--- src/rtl/axis_pkg.sv ---
`default_nettype none
// ============================================================================
// Module      : axis_pkg
// Description : Shared constants and helpers for the sample-path stream stages.
// Revision    : 1.0 - initial release
// ============================================================================
package axis_pkg;

    localparam int c_partial_cnt_w = 16;

    // Lane-counter width; never narrower than one bit.
    function automatic int cnt_width(input int ratio);
        return ($clog2(ratio) < 1) ? 1 : $clog2(ratio);
    endfunction

endpackage
`default_nettype wire

--- src/rtl/axis_sample_packer_if.sv ---
`default_nettype none
// ============================================================================
// Module      : axis_sample_packer_if
// Description : AXI-stream beat bundle (valid/ready/data/last) with modports.
// Revision    : 1.0 - initial release
// ============================================================================
interface axis_sample_packer_if #(
    parameter int WIDTH = 18
);
    logic             tvalid;
    logic             tready;
    logic [WIDTH-1:0] tdata;
    logic             tlast;

    modport master (output tvalid, output tdata, output tlast, input tready);
    modport slave  (input tvalid, input tdata, input tlast, output tready);
endinterface
`default_nettype wire

--- src/rtl/axis_reg_slice.sv ---
`default_nettype none
// ============================================================================
// Module      : axis_reg_slice
// Description : Single registered valid/ready stage; holds data while stalled.
// Revision    : 1.0 - initial release
// ============================================================================
module axis_reg_slice #(
    parameter int WIDTH = 73
) (
    input  logic             clk,
    input  logic             rst_n,
    input  logic             i_valid,
    output logic             o_ready,
    input  logic [WIDTH-1:0] i_data,
    output logic             o_valid,
    input  logic             i_ready,
    output logic [WIDTH-1:0] o_data
);
    logic             r_valid;
    logic [WIDTH-1:0] r_data;

    assign o_ready = ~r_valid | i_ready;
    assign o_valid = r_valid;
    assign o_data  = r_data;

    always_ff @(posedge clk or negedge rst_n) begin
        if (!rst_n) begin
            r_valid <= 1'b0;
            r_data  <= '0;
        end else if (i_valid && o_ready) begin
            r_valid <= 1'b1;
            r_data  <= i_data;
        end else if (i_ready) begin
            r_valid <= 1'b0;
        end
    end
endmodule
`default_nettype wire

--- src/rtl/axis_sample_packer.sv ---
`default_nettype none
// ============================================================================
// Module      : axis_sample_packer
// Description : Packs RATIO narrow stream beats into one wide word, lane 0 in
//               the LSBs, with optional zero-padded early flush on tlast.
// Revision    : 1.0 - initial release
// ============================================================================
module axis_sample_packer
    import axis_pkg::*;
#(
    parameter int IN_WIDTH      = 18,
    parameter int RATIO         = 4,
    parameter int FLUSH_ON_LAST = 1
) (
    input  logic                       axis_clk,
    input  logic                       axis_rstn,
    axis_sample_packer_if.slave        s_axis,
    axis_sample_packer_if.master       m_axis,
    output logic [c_partial_cnt_w-1:0] partial_cnt
);
    localparam int c_out_width = IN_WIDTH * RATIO;
    localparam int c_cnt_w     = cnt_width(RATIO);
    localparam logic [c_cnt_w-1:0] c_last_lane = c_cnt_w'(RATIO - 1);

    logic                       r_run;
    logic [c_cnt_w-1:0]         r_cnt;
    logic [c_partial_cnt_w-1:0] r_partial_cnt;
    logic [c_out_width-1:0]     w_word;
    logic [c_out_width:0]       w_slice_out;
    logic                       w_slice_ready;
    logic                       w_acc;
    logic                       w_flush;
    logic                       w_full;
    logic                       w_close;
    logic                       w_last;

    assign s_axis.tready = r_run & w_slice_ready;
    assign w_acc         = s_axis.tvalid & s_axis.tready;
    assign w_flush       = s_axis.tlast & (FLUSH_ON_LAST != 0);
    assign w_full        = (r_cnt == c_last_lane);
    assign w_close       = w_acc & (w_full | w_flush);
    assign w_last        = w_full ? w_flush : 1'b1;
    assign partial_cnt   = r_partial_cnt;

    // Stale accumulator lanes above cnt are masked here rather than cleared.
    for (genvar l = 0; l < RATIO; l++) begin : g_lane
        if (l < RATIO - 1) begin : g_acc
            localparam logic [c_cnt_w-1:0] c_lane = c_cnt_w'(l);
            logic [IN_WIDTH-1:0] r_lane;

            always_ff @(posedge axis_clk or negedge axis_rstn) begin
                if (!axis_rstn) begin
                    r_lane <= '0;
                end else if (w_acc && !w_close && (r_cnt == c_lane)) begin
                    r_lane <= s_axis.tdata;
                end
            end

            assign w_word[l*IN_WIDTH +: IN_WIDTH] =
                (c_lane < r_cnt)  ? r_lane :
                (c_lane == r_cnt) ? s_axis.tdata : '0;
        end else begin : g_top
            assign w_word[l*IN_WIDTH +: IN_WIDTH] = w_full ? s_axis.tdata : '0;
        end
    end

    always_ff @(posedge axis_clk or negedge axis_rstn) begin
        if (!axis_rstn) begin
            r_run         <= 1'b0;
            r_cnt         <= '0;
            r_partial_cnt <= '0;
        end else begin
            r_run <= 1'b1;
            if (w_close) begin
                r_cnt <= '0;
            end else if (w_acc) begin
                r_cnt <= r_cnt + c_cnt_w'(1);
            end
            if (w_close && !w_full && (r_partial_cnt != '1)) begin
                r_partial_cnt <= r_partial_cnt + c_partial_cnt_w'(1);
            end
        end
    end

    axis_reg_slice #(
        .WIDTH (c_out_width + 1)
    ) u_out_slice (
        .clk     (axis_clk),
        .rst_n   (axis_rstn),
        .i_valid (w_close),
        .o_ready (w_slice_ready),
        .i_data  ({w_last, w_word}),
        .o_valid (m_axis.tvalid),
        .i_ready (m_axis.tready),
        .o_data  (w_slice_out)
    );

    assign m_axis.tdata = w_slice_out[c_out_width-1:0];
    assign m_axis.tlast = w_slice_out[c_out_width];
endmodule
`default_nettype wire

--- src/flat_wrapper.sv ---
// flat-port wrapper written by rule: the top's interface ports become plain ports
module axis_sample_packer_flat import axis_pkg::*;
#(
    parameter int IN_WIDTH      = 18,
    parameter int RATIO         = 4,
    parameter int FLUSH_ON_LAST = 1
)
  (axis_clk, axis_rstn, partial_cnt, s_axis_tvalid, s_axis_tdata, s_axis_tlast, s_axis_tready, m_axis_tvalid, m_axis_tdata, m_axis_tlast, m_axis_tready);
  axis_sample_packer_if #(.WIDTH(18)) s_axis_i ();
  axis_sample_packer_if #(.WIDTH(72)) m_axis_i ();
  input  logic axis_clk;
  input  logic axis_rstn;
  output logic [c_partial_cnt_w-1:0] partial_cnt;
  input wire logic [$bits(s_axis_i.tvalid)-1:0] s_axis_tvalid;
  input wire logic [$bits(s_axis_i.tdata)-1:0] s_axis_tdata;
  input wire logic [$bits(s_axis_i.tlast)-1:0] s_axis_tlast;
  output wire logic [$bits(s_axis_i.tready)-1:0] s_axis_tready;
  output wire logic [$bits(m_axis_i.tvalid)-1:0] m_axis_tvalid;
  output wire logic [$bits(m_axis_i.tdata)-1:0] m_axis_tdata;
  output wire logic [$bits(m_axis_i.tlast)-1:0] m_axis_tlast;
  input wire logic [$bits(m_axis_i.tready)-1:0] m_axis_tready;
  assign s_axis_i.tvalid = s_axis_tvalid;
  assign s_axis_i.tdata = s_axis_tdata;
  assign s_axis_i.tlast = s_axis_tlast;
  assign s_axis_tready = s_axis_i.tready;
  assign m_axis_tvalid = m_axis_i.tvalid;
  assign m_axis_tdata = m_axis_i.tdata;
  assign m_axis_tlast = m_axis_i.tlast;
  assign m_axis_i.tready = m_axis_tready;
  axis_sample_packer #(.IN_WIDTH(IN_WIDTH), .RATIO(RATIO), .FLUSH_ON_LAST(FLUSH_ON_LAST)) u_core (.axis_clk(axis_clk), .axis_rstn(axis_rstn), .s_axis(s_axis_i), .m_axis(m_axis_i), .partial_cnt(partial_cnt));
endmodule
--- config.mk ---
export PLATFORM = sky130hd
export DESIGN_NAME = axis_sample_packer_flat
export DESIGN_NICKNAME = d
export VERILOG_FILES = /design/src/rtl/axis_pkg.sv /design/src/rtl/axis_sample_packer_if.sv /design/src/rtl/axis_reg_slice.sv /design/src/rtl/axis_sample_packer.sv /design/src/flat_wrapper.sv
export SDC_FILE = /design/constraint.sdc
export NUM_CORES = 1
export LEC_CHECK = 0
export ABC_AREA = 1
export CORE_MARGIN = 2
export CORE_UTILIZATION = 50
export DETAILED_ROUTE_END_ITERATION = 16
export GPL_TIMING_DRIVEN = 0
export HOLD_SLACK_MARGIN = 0.15
export PLACE_DENSITY = 0.76
export SETUP_SLACK_MARGIN = 0.05
export SLEW_MARGIN = 20
export SYNTH_ARGS = -nofsm -noshare
export SYNTH_HDL_FRONTEND = slang
export SYNTH_SLANG_ARGS = --single-unit
export TNS_END_PERCENT = 20
--- constraint.sdc ---
create_clock -name axis_clk -period 2 [get_ports axis_clk]
set_input_delay 0.5 -clock axis_clk [delete_from_list [all_inputs] [get_ports axis_clk]]
set_output_delay 0.5 -clock axis_clk [all_outputs]
set_load 0.01 [all_outputs]
==> impl_metrics.ini, run 1 <==
[status]
status = finished clean

[global_routing]
grt_pass1_wl_mm = 26.7
grt_util_met3_pct = 5.81
grt_max_degree = 88
antenna_found_initial = 0
grt.total_usage_pct = 24.1
grt_pass1_vias = 5210
grt.overflow.total = 0
use_met2_pct = 36.5
grt_use_met1_pct = 34.2
top_usage_layer = met2

[clock_tree]
h-tree-depth = 4
ctsLongestPathBuffers = 2
root_buffer = clkbuf_16
clkSinkCount = 147
cts_tree = yes
cts_buffers = 17
clkTransAtPathRegs_ps = 60
post-cts-setup-buffers = 0
clock_latency_ps = 420

[setup_path]
critical-path-slowest-cell = clkdlybuf4s50_1
cp.arrival_ps = 1420
cp_top_family = buffers and inverters
path_cells = clkdlybuf4s50_1
cp.required_ps = 1500
critPathBufInv = 1
crit_path_max_fanout = 5
max_stage_delay_ps = 570
critPathKind = reg -> out
startpoint_type = flop
crit_path_end_kind = primary output

[floorplan]
initial_core_util_pct = 51.3
coreArea_sq_um = 12700
die_w_microns = 118
die_h_microns = 118
io_pins = 114
dieArea_sq_um = 13900
row_count = 41

[sta]
final.setup.tns_ps = 0
min_period_ps = 1920
max_freq_mhz = 521
rsz0062_at_grt = yes
setup_viol = 0
hold_viol = 0
clock_skew_ps = 5.28
slew_headroom_pct = 64.7
timing.hold.ws_ps = 470
drv_slew = 0
fin_crit_sh_pct = 96.0
tightest_slew_ps = 529

[pwr]
power_density_nw_per_um2 = 1210
pwr-share-comb_pct = 25.4
ir_worst_vdd_v = 0.000689
swShare_pct = 30.3
internal_power_mw = 7.23
p_switching_mw = 3.14
p_leak_nw = 4.11
seqPwrFrac_pct = 42.4
clkPwrFrac_pct = 32.3

[synthesis]
avgSynthCellArea_sq_um = 8.52
yosys_register_bits = 147
synth_edf_count = 0
async_flop_share_pct = 100
ys_seq_area_share_pct = 56.6
synthesis.nets = 792
synthTopCellsByArea = dfrtp_1, nand2_1, o21ai_0
synth_top_area_cell = dfrtp_1
synth_warnings = 0
synthCells = 763
synth_cell_types = 27
netlist_area_sq_um = 6500
synthFlopType = dfrtp_1
yosys.area.top_type_share_pct = 56.6

[placement]
port_buffers = 113
routabilityCongestion = 0.806
dpl.cell_count = 1049
dp_hpwl_mm = 10.9

[routing]
ant_nets = 0
drc = 0
wl_per_cell_microns = 14.9
drt_iter0_drc = 472
drt_wl_total_mm = 16.1
viasPerCell = 5.18
dr.pass1.iters = 5
dr_total_vias = 5595

[layout]
n_antenna_cell = 0
area_growth_pct = 31.4
post-route-util_pct = 67.4
final_cells = 1081
nets = 926
drive_gt1_share_pct = 9.90
n_fill_cell = 1033

[job]
maxCapViolCount = 0

[worst_hold_path]
holdCritPathClass = reg -> reg
## stage by stage
step,power (mW),worst slack [ps],area [sq um]
2_1_floorplan,5.69,403,6500
3_3_place_gp,6.92,-5440,7850
3_5_place_dp,7.01,-274,7880
4_1_cts,10.4,22.0,8520
5_1_grt,10.9,19.9,8540
6_report,10.4,80.6,8540
## power groups by stage
stage               clock, mW  combinational, mW  sequential (mW)
floorplan                   0               1.18             4.51
global placement            0               2.53             4.39
detailed placement          0               2.60             4.40
CTS                      3.38               2.63             4.38
global route             3.51               2.93             4.50
finish                   3.35               2.63             4.39
## per-layer routing
metal	vias to the layer above	wire length [microns]
met5	-	0
met4	0	212
met3	20	1070
met2	186	7260
met1	2671	7510
li1	2718	-
## state kept, by name, summed over array words and instances (netlist names)
name	cells
u_core.g_lane.g_acc.r_lane	54
u_core.r_run	1
u_core.partial_cnt	16
u_core.u_out_slice.o_data	73
u_core.r_cnt	2
u_core.u_out_slice.o_valid	1
## layout make-up
class / count / area (sq um) / area share, %
clock buffer: 21 / 480 / 5.62
tap: 172 / 215 / 2.52
sequential: 147 / 3690 / 43.2
buffer: 37 / 221 / 2.59
timing repair buffer: 115 / 1170 / 13.7
multi-input combinational: 543 / 2480 / 29.0
inverter: 36 / 139 / 1.63
clock inverter: 10 / 148 / 1.73
## Yosys cell counts (2+ instances only)
cell	n
o21ai_0	111
nor2_8	2
nor2_1	15
nand2_1	337
nor2_2	4
xor2_1	4
buf_6	6
inv_2	3
o21ai_1	21
nand4_1	5
clkbuf_2	2
dfrtp_1	147
nand3_1	8
buf_2	16
o31ai_1	18
clkbuf_1	9
buf_1	2
inv_1	32
nor2_4	2
ha_1	6
xnor2_1	3
buf_4	2
nand2_4	4
## repair_timing
item                       in CTS  in global routing
hold endpoints to repair       60                  0
setup endpoints to repair      10                 40
gates resized for setup         3                 26
hold buffers                    1                  0
## worst paths after layout
| check | end | slack (ps) | cells after the start | from |
|---|---|---|---|---|
| hold / removal | u_core.u_out_slice.o_data[18]$_DFFE_PN0P_ | 470 | 2 | u_core.u_out_slice.o_data[18]$_DFFE_PN0P_ |
| setup / recovery | partial_cnt[12] | 80 | 1 | u_core.partial_cnt[12]$_DFFE_PN0P_ |
| setup reg to reg | u_core.u_out_slice.o_data[7]$_DFFE_PN0P_ | 100 | 7 | u_core.r_cnt[1]$_DFFE_PN0P_ |
| hold reg to reg | u_core.u_out_slice.o_data[18]$_DFFE_PN0P_ | 470 | 2 | u_core.u_out_slice.o_data[18]$_DFFE_PN0P_ |
| min in group asynchronous | u_core.u_out_slice.o_data[3]$_DFFE_PN0P_ | 600 | 2 | axis_rstn |
| max in group asynchronous | u_core.partial_cnt[8]$_DFFE_PN0P_ | 600 | 3 | axis_rstn |
## kinds of logic after synthesis
family | share of synthesized area, %
AND/OR/NAND/NOR | 23.7
AO/OA/AOI/OAI | 12.2
flip-flops | 56.6
buffers and inverters | 5.37
XOR/XNOR | 0.943
adder cells (fa/ha/maj) | 1.15
other | 0.0577
## layout by cell type, fill, tap and decap left out, types with 2 or more instances in the layout
| master | instances |
|---|---|
| buf_1 | 2 |
| bufinv_16 | 3 |
| clkbuf_16 | 17 |
| dfrtp_1 | 139 |
| dfrtp_2 | 8 |
| inv_2 | 3 |
| clkbuf_8 | 4 |
| xor2_1 | 4 |
| clkbuf_1 | 5 |
| nor2_4 | 2 |
| nor2_2 | 4 |
| nor2_8 | 2 |
| ha_1 | 6 |
| clkinv_4 | 3 |
| nand4_1 | 5 |
| clkbuf_2 | 6 |
| nand2_1 | 336 |
| inv_1 | 32 |
| o21ai_1 | 25 |
| clkdlybuf4s50_1 | 109 |
| o31ai_1 | 18 |
| buf_2 | 16 |
| nand2_4 | 4 |
| xnor2_1 | 3 |
| o21ai_0 | 107 |
| nand3_1 | 8 |
| dlymetal6s2s_1 | 2 |
| clkinvlp_4 | 4 |
| buf_6 | 6 |
| nand2_2 | 2 |
| buf_4 | 2 |
| nor2_1 | 15 |
Power figures use the tool's default switching activity.
==> run 2, diff against run 1 <==
--- a/config.mk
+++ b/config.mk
@@ -8,6 +8,7 @@
 export ABC_AREA = 1
 export CORE_MARGIN = 2
 export CORE_UTILIZATION = 50
+export CTS_CLUSTER_DIAMETER = 150
 export DETAILED_ROUTE_END_ITERATION = 16
 export GPL_TIMING_DRIVEN = 0
 export HOLD_SLACK_MARGIN = 0.15
==> results of run 2 <==
Same layout as run 1: the final DEF is identical, and so are final timing and power.
